[config.mk]
export PLATFORM = sky130hd
export DESIGN_NAME = uart_tx_port
export DESIGN_NICKNAME = d
export VERILOG_FILES = /design/src/rtl/uart_tx_port.sv
export SDC_FILE = /design/constraint.sdc
export NUM_CORES = 1
export LEC_CHECK = 0
export ABC_AREA = 1
export ABC_CLOCK_PERIOD_IN_PS = 2500
export CORE_MARGIN = 8
export CORE_UTILIZATION = 52
export CTS_CLUSTER_SIZE = 14
export DETAILED_ROUTE_END_ITERATION = 6
export PLACE_DENSITY_LB_ADDON = 0.08
export SLEW_MARGIN = 30
export SYNTH_ARGS = -nofsm -noshare
export SYNTH_HDL_FRONTEND = slang
export SYNTH_SLANG_ARGS = --single-unit
[constraint.sdc]
create_clock -name clk -period 2.5 [get_ports clk]
set_input_delay 0.75 -clock clk [delete_from_list [all_inputs] [get_ports clk]]
set_output_delay 0.75 -clock clk [all_outputs]
set_load 0.02 [all_outputs]
[src/rtl/uart_tx_port.sv]
// uart_tx_port: memory-mapped 8N1 UART transmitter with a byte FIFO and a TX-done interrupt.
module uart_tx_port #(
  parameter int CLK_DIV   = 104,
  parameter int FIFO_BITS = 4
) (
  input  logic        clk,
  input  logic        nreset,
  input  logic        sel,
  input  logic        addr0,
  input  logic        mem_valid,
  input  logic        mem_nwr,
  input  logic [31:0] mem_data_in,
  output logic [31:0] mem_data_out,
  output logic        mem_ready,
  output logic        interrupt,
  input  logic        interrupt_clear,
  output logic        tx
);
  localparam int DEPTH = 1 << FIFO_BITS;
  localparam int CW = $clog2(CLK_DIV);
  localparam logic [CW-1:0] RELOAD = CW'(CLK_DIV - 1);
  typedef enum logic [1:0] {IDLE, START, DATA, STOP} state_t;
  state_t state_q;
  logic [CW-1:0] cnt_q;
  logic [2:0] idx_q;
  logic [7:0] shift_q;
  logic tx_q, ready_q, ovf_q, irq_q;
  logic [31:0] dout_q;
  logic [7:0] fifo_q [DEPTH];
  logic [FIFO_BITS:0] wr_q, rd_q, count;
  logic req, act, wr_data, rd_stat, empty, full, tick, pop, push, done, ovf_set;
  logic [31:0] status;
  logic unused;
  assign unused = ^mem_data_in[31:8];
  assign req = mem_valid & sel;
  assign act = req & ~ready_q;
  assign wr_data = act & ~mem_nwr & ~addr0;
  assign rd_stat = act & mem_nwr & addr0;
  assign empty = wr_q == rd_q;
  assign full = (wr_q[FIFO_BITS] != rd_q[FIFO_BITS]) && (wr_q[FIFO_BITS-1:0] == rd_q[FIFO_BITS-1:0]);
  assign count = wr_q - rd_q;
  assign tick = cnt_q == '0;
  assign pop = ~empty & ((state_q == IDLE) | (state_q == STOP & tick));
  assign done = (state_q == STOP) & tick & empty;
  // a pop in the same cycle frees a slot, so a write to a full FIFO still lands
  assign push = wr_data & (~full | pop);
  assign ovf_set = wr_data & full & ~pop;
  assign status = 32'({count, ovf_q, state_q != IDLE, empty, full});
  assign mem_data_out = dout_q;
  assign mem_ready = ready_q;
  assign interrupt = irq_q;
  assign tx = tx_q;
  always_ff @(posedge clk)
    if (push) fifo_q[wr_q[FIFO_BITS-1:0]] <= mem_data_in[7:0];
  always_ff @(posedge clk or negedge nreset)
    if (!nreset) begin
      wr_q <= '0;
      rd_q <= '0;
      ovf_q <= 1'b0;
      irq_q <= 1'b0;
      ready_q <= 1'b0;
      dout_q <= '0;
    end else begin
      ready_q <= req;
      if (push) wr_q <= wr_q + 1'b1;
      if (pop) rd_q <= rd_q + 1'b1;
      ovf_q <= ovf_set | (ovf_q & ~rd_stat);
      irq_q <= done | (irq_q & ~(interrupt_clear | wr_data));
      if (act & mem_nwr) dout_q <= addr0 ? status : '0;
    end
  always_ff @(posedge clk or negedge nreset)
    if (!nreset) begin
      state_q <= IDLE;
      cnt_q <= '0;
      idx_q <= '0;
      shift_q <= '0;
      tx_q <= 1'b1;
    end else begin
      case (state_q)
        IDLE: if (pop) begin
          state_q <= START;
          cnt_q <= RELOAD;
          shift_q <= fifo_q[rd_q[FIFO_BITS-1:0]];
          tx_q <= 1'b0;
        end
        START: if (tick) begin
          state_q <= DATA;
          cnt_q <= RELOAD;
          idx_q <= '0;
          tx_q <= shift_q[0];
        end else cnt_q <= cnt_q - 1'b1;
        DATA: if (tick) begin
          cnt_q <= RELOAD;
          if (idx_q == 3'd7) begin
            state_q <= STOP;
            tx_q <= 1'b1;
          end else begin
            idx_q <= idx_q + 3'd1;
            shift_q <= {1'b0, shift_q[7:1]};
            tx_q <= shift_q[1];
          end
        end else cnt_q <= cnt_q - 1'b1;
        STOP: if (tick) begin
          if (pop) begin
            state_q <= START;
            cnt_q <= RELOAD;
            shift_q <= fifo_q[rd_q[FIFO_BITS-1:0]];
            tx_q <= 1'b0;
          end else state_q <= IDLE;
        end else cnt_q <= cnt_q - 1'b1;
      endcase
    end
endmodule
Word level (Yosys, flattened, before mapping) --
Memory sizes are Yosys's and may differ from the RTL's. Index checks and enable logic that the tools add are counted. Widths: inputs -> output; s select.
Word-level totals: bits in registers 66, bits in writable memories 128, input bits 39, word-level logic and storage cells 97, memories kept 1
Memory list:
- fifo_q | depth 16, bits a word 8, rd ports 1, clocked after Yosys merged registers in 0, wr ports 1, line 29 | logic [7:0] fifo_q [DEPTH];
Operators by class: add/sub/neg operators 5, equal/unequal tests 13, multiplexer cells 29, bitwise gates (word level) 27, reductions and logical operators 11
Operator list (number):
- $mux 8 | 4
- $pmux 8 s3 | 1
- $mux 7 | 3
- $pmux 7 s3 | 1
- $and 1x1->1 | 14
- $ne 2x2->1 const B | 6
- $add 5x1->5 const B | 2
- $mux 2 | 5
- $mux 3 | 3
- $mux 9 | 1
- $mux 1 | 8
- $not 1->1 | 8
- $pmux 2 s4 | 1
- $reduce_and 4->1 | 2
- $logic_not 7->1 | 1
- $sub 7x1->7 const B | 1
- $pmux 3 s2 | 1
- $eq 5x5->1 | 1
- $or 1x1->1 | 5
- $reduce_and 5->1 | 1
- $sub 5x5->5 | 1
- $eq 2x2->1 const B | 2
- $eq 4x4->1 | 1
- $pmux 1 s4 | 1
- 10 further kinds | 11

Logic depth before layout (Yosys ltp) --
Gate-level depths: netlist of the first run.
word-level depth 8, gate-level depth with buffers 13

Worst setup path before layout of the first run --
OpenSTA, ideal clock, no wires.
path kind reg-to-reg, start point register rd_q[1], end point memory fifo_q[11][0] (enable), data arrival time 2115 ps, required time 2130 ps, path slack 15 ps, cell stages (with the launch flop) 14, clock period less this slack 2485 ps, cells stage by stage dfrtp_1 inv_1 buf_2 buf_2 ha_1 nand3_1 inv_1 nand2_2 nand2_4 nand2_4 nand2_4 inv_8 nand2_2 nor2_1
On the way: longest elaborated chain between the ends 7, elaborated cells between the ends (all ways) 10, those cells by class 2 x eq/ne; 2 x mux; 5 x bitwise; 1 x reduce/logical
Ends and longest elaborated chain:
- start: declaration | line 30 | logic [FIFO_BITS:0] wr_q, rd_q, count;
- start signal: assignment | line 66 | if (pop) rd_q <= rd_q + 1'b1;
- $eq 5x5->1 or $eq 4x4->1 (tied branches) | line 39, 40
- $not 1->1 or $logic_and 1x1->1 (tied branches) | line 43, 40
- $and 1x1->1 or $not 1->1 (tied branches) | line 43, 46
- $or 1x1->1 * | line 46 | assign push = wr_data & (~full | pop);
- $and 1x1->1 * | line 46
- $mux 1 * | line 54 | if (push) fifo_q[wr_q[FIFO_BITS-1:0]] <= mem_data_in[7:0];
- $mux 1 (not written as such) * | line 54
- end: declaration | line 29
Mark *: on every way between the ends. The rest lies on a longest branch, timed or not.

Worst setup path in the final report of the first run --
start point register tx_q, in the netlist tx, end point output tx
RTL lines:
- start: declaration | line 27 | logic tx_q, ready_q, ovf_q, irq_q;
- start signal: assignment | line 90 | tx_q <= shift_q[0];
- start signal: assignment | line 100 | tx_q <= shift_q[1];
- end: declaration | line 17 | output logic tx
No word-level cell between the ends.

==> flow_summary.yaml, run 1 <==
final_layout:
  instances_no_fill: 1055
  fillerInstances: 1305
  nets: 911
  drive_above_1_share_pct: 12.2
  syn2layout_area_growth_pct: 15.0
  area_of_the_multi_input_gates_um2: 2590
  num_antenna_cells: 0
  area.sequential_um2: 4920
clocking:
  tritoncts: "yes"
  clock_tree.root_cell: "sky130_fd_sc_hd__clkbuf_16"
  clk_path_buf_depth: 2
  postCtsSetupBuffers: 0
  number_of_clock_buffers_inserted_by_tritoncts: 17
  clock_insertion_delay_worst_skew_ns: 0.43
  cts_sinks: 171
  h_tree_level_count: 4
  cts_hold_buffers: 0
  post_cts.resized_instances: 0
  clkSlewWorstSetupHoldPaths_ns: 0.07
sta:
  grt_setup_unrepaired: "false"
  fin_worst_hold_slack_ns: 0.316
  setup_total_negative_slack_ns: 0
  final_hold_viol_count: 0
  finalMaxSlewViolations: 0
  final.min_clock_period_ns: 2.32
  timing.fmax_mhz: 431
  period_share_pct: 92.8
  clock-skew-final_ns: 0.0111
  worst_slew_margin_relative_to_its_limit_pct: 55.8
  timing_worst_slew_pin_value_ns: 0.662
  finalSetupViolCount: 0
power:
  design_power_total_mw: 6.74
  leakage_component_of_the_power_nw: 3.88
  worst_vdd_drop_mv: 0.461
  p_per_area_nw_per_um2: 734
hold_path:
  hold_path_class: "in -> async"
worst_setup_path:
  critical_path_s_top_delay_family: "buffers and inverters"
  critical_path_launch_point: "tx"
  critical_path_arrival_ns: 1.57
  crit_buf_inv: 1
  worst_path_largest_cell_delay_ns: 0.60
  startpoint_type: "register"
  r2r_end: "fifo_q[11][6]"
  timing.critical_path.slowest_stage_cell: "sky130_fd_sc_hd__clkdlybuf4s50_1"
  worst_path_fanout_max: 2
  rr_startpoint: "rd_q[3]"
  timing.reg2reg.setup_slack_ns: 0.24
  worst_r2r_path_depth: 14
  critPathCapture: "tx"
  path_class: "reg -> out"
  worstSetupPathDepth: 1
  timing.critical_path.to_type: "output port"
  timing.critical_path.cells: "clkdlybuf4s50_1"
  critPathRequiredTime_ns: 1.75
floorplan:
  die_height_um: 140
  starting_density_of_the_core_pct: 52.9
  area_of_the_die_um2: 19600
  io_pins: 74
  coreArea_um2: 15100
  floorplan.die.width_um: 140
  fp-row-count: 45
place:
  dp.final_hpwl_um: 11900
  dp_cells: 1023
  placement.io_buffers: 26
  globalplace.congestion: 0.863
synthesis:
  synth.lib_cells_used.distinct: 37
  post_synth_inst_count: 798
  post_syn_area_per_cell_um2: 10.0
  synth-seq-area-share_pct: 61.7
  ys_seq_elements: 171
  yosys_warnings: 0
  netlist_area_um2: 7980
drt:
  wl_um: 17200
  ant_nets: 0
  firstDrtPassIters: 7
  detailedRoute.firstIterationViolations: 450
  detail_route.wl_per_cell_um: 16.3
  drcViolationCount: 0
  route.vias.total: 5499
  viasPerCell: 5.21
global_routing:
  wire_length_of_the_first_global_routing_pass_um: 28100
  grt_start_max_net_pins: 55
  number_of_global_route_vias_before_repair: 5483
  grt_util_all_layers_pct: 18.4
  overflow: 0
  antenna_found_initial: 0
job:
  maxCapViolations: 0
outcome:
  status: "finished clean"
[layout by cell type, fill, tap and decap left out, types with 2 or more instances in the layout]
master,n
sky130_fd_sc_hd__buf_4,36
sky130_fd_sc_hd__clkinv_1,3
sky130_fd_sc_hd__ha_1,17
sky130_fd_sc_hd__dfrtp_1,41
sky130_fd_sc_hd__buf_12,2
sky130_fd_sc_hd__nand3b_1,2
sky130_fd_sc_hd__conb_1,23
sky130_fd_sc_hd__clkinv_2,2
sky130_fd_sc_hd__xnor2_1,3
sky130_fd_sc_hd__inv_1,56
sky130_fd_sc_hd__or2_2,8
sky130_fd_sc_hd__inv_2,4
sky130_fd_sc_hd__nand4_1,3
sky130_fd_sc_hd__clkdlybuf4s50_1,25
sky130_fd_sc_hd__a22o_1,2
sky130_fd_sc_hd__nand2_2,5
sky130_fd_sc_hd__nand2_1,216
sky130_fd_sc_hd__nand3_1,73
sky130_fd_sc_hd__nand2_4,6
sky130_fd_sc_hd__nor2_1,89
sky130_fd_sc_hd__clkbuf_16,17
sky130_fd_sc_hd__nor2_4,3
sky130_fd_sc_hd__clkinv_4,4
sky130_fd_sc_hd__o21ai_0,42
sky130_fd_sc_hd__inv_6,5
sky130_fd_sc_hd__a21oi_1,20
sky130_fd_sc_hd__edfxtp_1,128
sky130_fd_sc_hd__nor3_2,2
sky130_fd_sc_hd__xor2_1,8
sky130_fd_sc_hd__bufinv_16,3
sky130_fd_sc_hd__o21ai_1,5
[state kept, by name, summed over array words and instances (netlist names), 2 cells and up]
register / flops
cnt_q: 7
fifo_q: 128
idx_q: 3
mem_data_out: 9
rd_q: 5
shift_q: 8
state_q: 2
wr_q: 5
[layer usage]
metal	vias up	track usage, %	routed length (um)
li1	2701	-	-
met1	2640	23.8	7840
met2	142	30.6	8200
met3	16	3.80	978
met4	0	5.83	220
met5	-	0	0
[report_power, final]
part	internal [mW]	total (mW)	switching (mW)	leakage [nW]
clock network	1.59	2.73	1.14	0.299
logic	0.298	0.765	0.467	1.90
registers	3.16	3.25	0.0891	1.68
total	5.04	6.74	1.69	3.88
[cell usage after synthesis (all sizes together)]
cell / n / area (um^2)
nand2: 227 / 910
edfxtp: 128 / 3840
nor2: 92 / 368
nand3: 74 / 375
inv: 61 / 236
o21ai: 48 / 244
dfrtp: 42 / 1050
buf: 41 / 268
a21oi: 21 / 116
ha: 17 / 213
clkbuf: 8 / 30.0
or2: 8 / 50.1
xor2: 8 / 70.1
xnor2: 4 / 42.6
clkinv: 3 / 11.3
nand4: 3 / 18.8
a22o: 2 / 17.5
nand3b: 2 / 15.0
nor3: 2 / 20.0
a21boi: 1 / 7.51
a31oi: 1 / 6.26
conb: 1 / 3.75
dfstp: 1 / 26.3
fa: 1 / 20.0
o211ai: 1 / 7.51
o31ai: 1 / 7.51
[how the worst min path moves through the flow]
stage / startpoint / to / slack, ns / cells past startpoint
final: nreset / mem_ready / 0.32 / 1
after detailed placement: shift_q[3] / shift_q[3] / 0.46 / 2
after global placement: shift_q[6] / shift_q[6] / 0.46 / 2
after global routing: nreset / mem_data_out[4] / 0.36 / 1
after CTS: nreset / mem_ready / 0.33 / 1
after floorplan: shift_q[7] / shift_q[7] / 0.44 / 2
[logic make-up after synthesis]
group | share of synthesized area [%]
adder cells (fa/ha/maj) | 2.92
AO/OA/AOI/OAI | 5.10
other | 0.0470
XOR/XNOR | 1.41
AND/OR/NAND/NOR | 22.0
buffers and inverters | 6.84
flip-flops | 61.7
[area by class of cell]
type	count	area share [%]
Multi-Input combinational cell	536	28.3
Inverter	64	2.70
Clock buffer	17	4.64
Clock inverter	15	2.03
Tap cell	188	2.56
Timing Repair Buffer	64	6.16
Sequential cell	171	53.6
[through the flow]
stage	utilization (%)	setup slack (ns)	cell area (um^2)
2_1_floorplan	-	0.0147	8060
3_3_place_gp	56.8	-0.167	8570
3_5_place_dp	56.8	-0.153	8570
4_1_cts	60.8	0.149	9180
5_1_grt	60.8	0.0435	9180
6_report	60.8	0.180	9180
Note: power is estimated with default switching activity, not from simulation.
==> inputs of run 2 (changes only) <==
--- a/config.mk
+++ b/config.mk
@@ -6,12 +6,13 @@
 export NUM_CORES = 1
 export LEC_CHECK = 0
 export ABC_AREA = 1
-export ABC_CLOCK_PERIOD_IN_PS = 2500
+export ABC_CLOCK_PERIOD_IN_PS = 2200
 export CORE_MARGIN = 8
-export CORE_UTILIZATION = 52
+export CORE_UTILIZATION = 58
+export CTS_CLUSTER_DIAMETER = 60
 export CTS_CLUSTER_SIZE = 14
 export DETAILED_ROUTE_END_ITERATION = 6
-export PLACE_DENSITY_LB_ADDON = 0.08
+export PLACE_DENSITY_LB_ADDON = 0.05
 export SLEW_MARGIN = 30
 export SYNTH_ARGS = -nofsm -noshare
 export SYNTH_HDL_FRONTEND = slang
==> constraint.sdc (replaced) <==
create_clock -name clk -period 2.2 [get_ports clk]
set_input_delay 0.66 -clock clk [delete_from_list [all_inputs] [get_ports clk]]
set_output_delay 0.66 -clock clk [all_outputs]
set_load 0.02 [all_outputs]
==> run 2 against run 1 <==
  * Wire length decreased by 1.5%
  * Cell count increased by 0.57%
  * Global-route usage increased by 1.1 points
  * Register-to-register slack got worse by 0.09 ns
  * Combinational power increased by 41%
  * Worst hold slack got worse by 0.13 ns
  * Critical endpoint is now fifo_q[1][4]
  * Largest cell class unchanged
==> flow_summary.yaml, run 2 (same netlist as run 1, synthesis figures left out) <==
floorplan:
  fp-row-count: 43
  floorplan.die.width_um: 133
  coreArea_um2: 13700
  die_height_um: 133
  starting_density_of_the_core_pct: 58.4
  area_of_the_die_um2: 17800
  io_pins: 74
sta:
  timing.fmax_mhz: 462
  clock-skew-final_ns: 0.00622
  final.min_clock_period_ns: 2.17
  finalSetupViolCount: 0
  fin_worst_hold_slack_ns: 0.187
  finalMaxSlewViolations: 0
  period_share_pct: 98.4
  final_hold_viol_count: 0
place:
  globalplace.congestion: 0.875
  placement.cell_area_um2: 8750
  placement.io_buffers: 26
  dp.final_hpwl_um: 11900
power:
  worst_vdd_drop_mv: 0.545
  leakage_component_of_the_power_nw: 3.97
  p_per_area_nw_per_um2: 812
final_layout:
  area.sequential_um2: 4920
  nets: 926
  drive_above_1_share_pct: 15.4
  final_instance_area_um2: 9430
  syn2layout_area_growth_pct: 18.1
  fillerInstances: 1038
  most_frequent_cells_in_the_layout: "215 x sky130_fd_sc_hd__nand2_1, 128 x sky130_fd_sc_hd__edfxtp_1, 73 x sky130_fd_sc_hd__nand3_1"
  most_frequent_standard_cell_in_the_layout_excluding_fill_and_tap_cells: "sky130_fd_sc_hd__nand2_1"
  largest_register_ffs: 128
  num_antenna_cells: 0
  area_of_the_multi_input_gates_um2: 2700
  fin_util_pct: 69.0
worst_setup_path:
  timing.critical_path.to_type: "register"
  startpoint_type: "input port"
  path_class: "in -> reg"
  r2r_end: "fifo_q[1][4]"
  worst_r2r_path_depth: 13
  rr_startpoint: "cnt_q[0]"
  critPathRequiredTime_ns: 2.33
  critical_path_arrival_ns: 2.30
  timing.reg2reg.setup_slack_ns: 0.15
  worst_path_fanout_max: 8
global_routing:
  number_of_global_route_vias_before_repair: 5203
  antenna_found_initial: 0
  overflow: 0
  grt_start_max_net_pins: 80
  wire_length_of_the_first_global_routing_pass_um: 26800
  grt_util_all_layers_pct: 19.5
drt:
  wl_um: 17000
  wl_met2_um: 8120
  detail_route.wl_per_cell_um: 16.0
  met3_wirelength_um: 1060
  firstDrtPassIters: 5
  viasPerCell: 5.17
  top_layer_used: "met4"
  route.vias.total: 5483
  detailedRoute.firstIterationViolations: 517
  drcViolationCount: 0
  ant_nets: 0
  detail_route.wirelength.met1_um: 7410
clocking:
  cts_sinks: 171
  tritoncts: "yes"
  h_tree_level_count: 4
  number_of_clock_buffers_inserted_by_tritoncts: 17
  clk_path_buf_depth: 2
  clock_insertion_delay_worst_skew_ns: 0.42
  clock_tree.root_cell: "sky130_fd_sc_hd__clkbuf_16"
  clkSlewWorstSetupHoldPaths_ns: 0.06
hold_path:
  hold_path_class: "in -> async"
job:
  maxCapViolations: 0
outcome:
  status: "finished clean"
run 2: cell count changes in the layout (fill, tap and decap cells not counted), moves of 2 or more:
cell / delta
sky130_fd_sc_hd__nor2_1: -17
sky130_fd_sc_hd__nor2_2: +10
sky130_fd_sc_hd__buf_6: +8
sky130_fd_sc_hd__nor2_4: +7
sky130_fd_sc_hd__inv_6: -5
sky130_fd_sc_hd__buf_4: +4
sky130_fd_sc_hd__buf_12: +3
sky130_fd_sc_hd__clkinv_2: +3
sky130_fd_sc_hd__clkdlybuf4s50_1: -2
sky130_fd_sc_hd__clkinv_1: +2
run 2: per-stage QoR:
step,instances,setup WS (ns),total power [mW],setup TNS [ns]
2_1_floorplan,820,-0.0345,4.34,-3.45
3_3_place_gp,1029,-0.402,4.71,-43.35
3_5_place_dp,1029,-0.441,4.74,-47.37
4_1_cts,1060,0.000632,7.65,0
5_1_grt,1061,-0.0525,7.95,-3.84
6_report,1061,0.0349,7.66,0
run 2: how the worst max path moves through the flow:
stage	start	to	slack, ns	depth (start not counted)
after floorplan	rd_q[1]	fifo_q[6][0]	-0.03	13
after global placement	mem_valid	fifo_q[11][2]	-0.40	9
after detailed placement	sel	fifo_q[11][3]	-0.44	9
after CTS	sel	fifo_q[11][7]	0.0006	9
after global routing	mem_valid	fifo_q[3][4]	-0.05	9
final	mem_valid	fifo_q[1][4]	0.03	10
run 2: worst max-delay path, cell delays in order:
cell	delay [ns]
sky130_fd_sc_hd__clkdlybuf4s50_1	0.48
sky130_fd_sc_hd__nand2_2	0.07
sky130_fd_sc_hd__or2_4	0.24
sky130_fd_sc_hd__nor3_4	0.18
sky130_fd_sc_hd__buf_6	0.13
sky130_fd_sc_hd__nand2_4	0.07
sky130_fd_sc_hd__inv_8	0.10
sky130_fd_sc_hd__nand2_4	0.10
sky130_fd_sc_hd__nor2_2	0.11
sky130_fd_sc_hd__buf_6	0.15
run 2: power by group:
group,switching (mW),internal (mW)
logic,0.661,0.420
registers,0.0628,3.59
clock network,1.16,1.76
total,1.89,5.77
run 2: cell type report:
class,count,share of cell area [%]
Inverter,64,2.64
Tap cell,180,2.39
Multi-Input combinational cell,536,28.7
Sequential cell,171,52.2
Clock buffer,17,4.51
Timing Repair Buffer,79,7.92
Clock inverter,14,1.65
run 2: routing by layer:
layer	track usage (%)	vias up
li1	-	2731
met1	25.2	2550
met2	30.8	175
met3	4.29	27
met4	9.23	0
met5	0	-
run 2: timing repair:
action                     CTS  global route
setup endpoints to repair    1           118
cloned                       0             0
pin swaps                    0             3
hold buffers                 0             0
buffers inserted             0             1
gates resized for setup      1            20
==> inputs of run 3 (changes only) <==
--- a/config.mk
+++ b/config.mk
@@ -13,7 +13,8 @@
 export CTS_CLUSTER_SIZE = 14
 export DETAILED_ROUTE_END_ITERATION = 6
 export PLACE_DENSITY_LB_ADDON = 0.05
-export SLEW_MARGIN = 30
+export RECOVER_POWER = 25
+export SKIP_LAST_GASP = 1
 export SYNTH_ARGS = -nofsm -noshare
 export SYNTH_HDL_FRONTEND = slang
 export SYNTH_SLANG_ARGS = --single-unit
==> run 3 against run 2 <==
  * Utilization decreased by 0.064 points
  * Worst setup slack got worse by 0.0042 ns
  * Non-clock buffer count did not move
  * First-iteration DRC count is 4.1% lower
  * Sequential share of layout area about the same
  * Die area unchanged
  * Clock skew is 0.00068 ns higher
  * Global-route usage did not move
  * Clock-buffer cell count unchanged
  * Worst hold slack improved by 0.24 ns
  * Sequential cell count unchanged
  * Largest power group unchanged
==> flow_summary.yaml, run 3 (same netlist as run 1, synthesis figures left out) <==
drt:
  route.vias.total: 5495
  viasPerCell: 5.18
  ant_nets: 0
  detailedRoute.firstIterationViolations: 496
  wl_um: 16900
  drcViolationCount: 0
  firstDrtPassIters: 5
  detail_route.wl_per_cell_um: 16.0
final_layout:
  nets: 926
  num_antenna_cells: 0
  most_frequent_standard_cell_in_the_layout_excluding_fill_and_tap_cells: "sky130_fd_sc_hd__nand2_1"
  most_frequent_cells_in_the_layout: "215 x sky130_fd_sc_hd__nand2_1, 128 x sky130_fd_sc_hd__edfxtp_1, 73 x sky130_fd_sc_hd__nand3_1"
  final_instance_area_um2: 9420
  syn2layout_area_growth_pct: 18.0
  largest_register_ffs: 128
  drive_above_1_share_pct: 15.1
  fillerInstances: 1040
worst_setup_path:
  startpoint_type: "input port"
  crit_buf_inv: 4
  worst_r2r_path_depth: 13
  worst_path_fanout_max: 8
  r2r_end: "fifo_q[1][4]"
  timing.critical_path.cells: "clkdlybuf4s50_1 -> nand2_2 -> or2_4 -> nor3_4 -> buf_6 -> nand2_4 -> inv_8 -> nand2_4 -> nor2_2 -> buf_6"
  rr_startpoint: "cnt_q[0]"
  critPathRequiredTime_ns: 2.33
  timing.critical_path.to_type: "register"
  critical_path_arrival_ns: 2.30
  path_class: "in -> reg"
  timing.critical_path.slowest_stage_cell: "sky130_fd_sc_hd__clkdlybuf4s50_1"
  critical_path_s_top_delay_family: "buffers and inverters"
  worst_path_largest_cell_delay_ns: 0.48
  timing.reg2reg.setup_slack_ns: 0.15
sta:
  clock-skew-final_ns: 0.00690
  fin_worst_hold_slack_ns: 0.430
  worst_slew_margin_relative_to_its_limit_pct: 25.8
  finalMaxSlewViolations: 0
  period_share_pct: 98.6
  final.min_clock_period_ns: 2.17
  final_hold_viol_count: 0
  setup_ws_ns: 0.0306
  finalSetupViolCount: 0
  timing_worst_slew_pin_value_ns: 1.11
  timing.fmax_mhz: 461
job:
  maxCapViolations: 0
clocking:
  h_tree_level_count: 4
  cts_sinks: 171
  clk_path_buf_depth: 2
  clock_tree.root_cell: "sky130_fd_sc_hd__clkbuf_16"
  number_of_clock_buffers_inserted_by_tritoncts: 17
  clock_insertion_delay_worst_skew_ns: 0.42
  tritoncts: "yes"
  cts_hold_buffers: 0
  clkSlewWorstSetupHoldPaths_ns: 0.06
floorplan:
  fp-row-count: 43
  starting_density_of_the_core_pct: 58.4
  area_of_the_die_um2: 17800
  coreArea_um2: 13700
  die_height_um: 133
  floorplan.die.width_um: 133
  io_pins: 74
hold_path:
  hold_path_class: "in -> async"
global_routing:
  number_of_global_route_vias_before_repair: 5203
  grt_start_max_net_pins: 80
  overflow: 0
  wire_length_of_the_first_global_routing_pass_um: 26800
  grt_util_all_layers_pct: 19.5
  antenna_found_initial: 0
place:
  placement.io_buffers: 26
  placement.cell_area_um2: 8750
  pre_cts_slack_ns: -0.441
  globalplace.congestion: 0.875
  dp.final_hpwl_um: 11900
power:
  p_per_area_nw_per_um2: 812
  leakage_component_of_the_power_nw: 3.96
  worst_vdd_drop_mv: 0.543
outcome:
  status: "finished clean"
-- run 3: cell types whose count changed in the layout (fill, tap and decap cells not counted), sizes merged --
cell / change
clkbuf: +3
buf: -3
-- run 3: how the worst max path moves through the flow --
stage | start | end | slack (ns) | depth (start not counted)
global placement | mem_valid | fifo_q[11][2] | -0.40 | 9
detailed placement | sel | fifo_q[11][3] | -0.44 | 9
floorplan | rd_q[1] | fifo_q[6][0] | -0.03 | 13
global route | mem_valid | fifo_q[3][4] | -0.05 | 9
finish | mem_valid | fifo_q[1][4] | 0.03 | 10
CTS | sel | fifo_q[11][7] | 0.0006 | 9
-- run 3: repair_timing --
item	CTS	global route
buffers inserted	0	1
gates resized for setup	1	20
endpoints found under the setup margin	1	118
gates cloned	0	0
pin swaps	0	3
-- run 3: where the power goes --
part           switching, mW  internal [mW]  total [mW]
Sequential            0.0628           3.59        3.65
Combinational          0.657          0.418        1.07
Clock                   1.16           1.76        2.93
-- run 3: stage by stage --
step	TNS (ns)	utilization (%)	cells	power, mW
detailed placement	-47.37	64.1	1029	4.74
floorplan	-3.45	-	820	4.34
global placement	-43.35	64.1	1029	4.71
CTS	0	68.3	1060	7.65
finish	0	68.9	1061	7.65
global route	-3.84	68.9	1061	7.95
-- run 3: worst register-to-register path: stages, from the launching register on --
cell                      delay [ns]
sky130_fd_sc_hd__dfrtp_1        0.38
sky130_fd_sc_hd__inv_1          0.10
sky130_fd_sc_hd__ha_1           0.21
sky130_fd_sc_hd__inv_2          0.06
sky130_fd_sc_hd__nor2_4         0.10
sky130_fd_sc_hd__nand4_1        0.14
sky130_fd_sc_hd__nand2_2        0.13
sky130_fd_sc_hd__nand2_4        0.06
sky130_fd_sc_hd__nand2_4        0.06
sky130_fd_sc_hd__nand2_4        0.07
sky130_fd_sc_hd__inv_8          0.10
sky130_fd_sc_hd__nand2_4        0.10
sky130_fd_sc_hd__nor2_2         0.11
sky130_fd_sc_hd__buf_6          0.15
-- run 3: layout make-up --
cell class              count  area [um^2]  area share (%)
flip-flops and latches    171         4920            52.3
multi-input cells         536         2700            28.7
repair buffers             79          738            7.84
clock buffers              17          425            4.52
inverters                  64          249            2.64
well taps                 180          225            2.39
clock inverters            14          155            1.65
-- run 3: per-layer routing --
metal | vias up | share of wire [%] | track usage (%) | routed length [um]
met5 | - | 0 | 0 | 0
met4 | 0 | 2.5 | 9.23 | 431
met3 | 31 | 6.7 | 4.29 | 1130
met2 | 192 | 48 | 30.8 | 8080
met1 | 2541 | 43 | 25.2 | 7310
li1 | 2731 | - | - | -
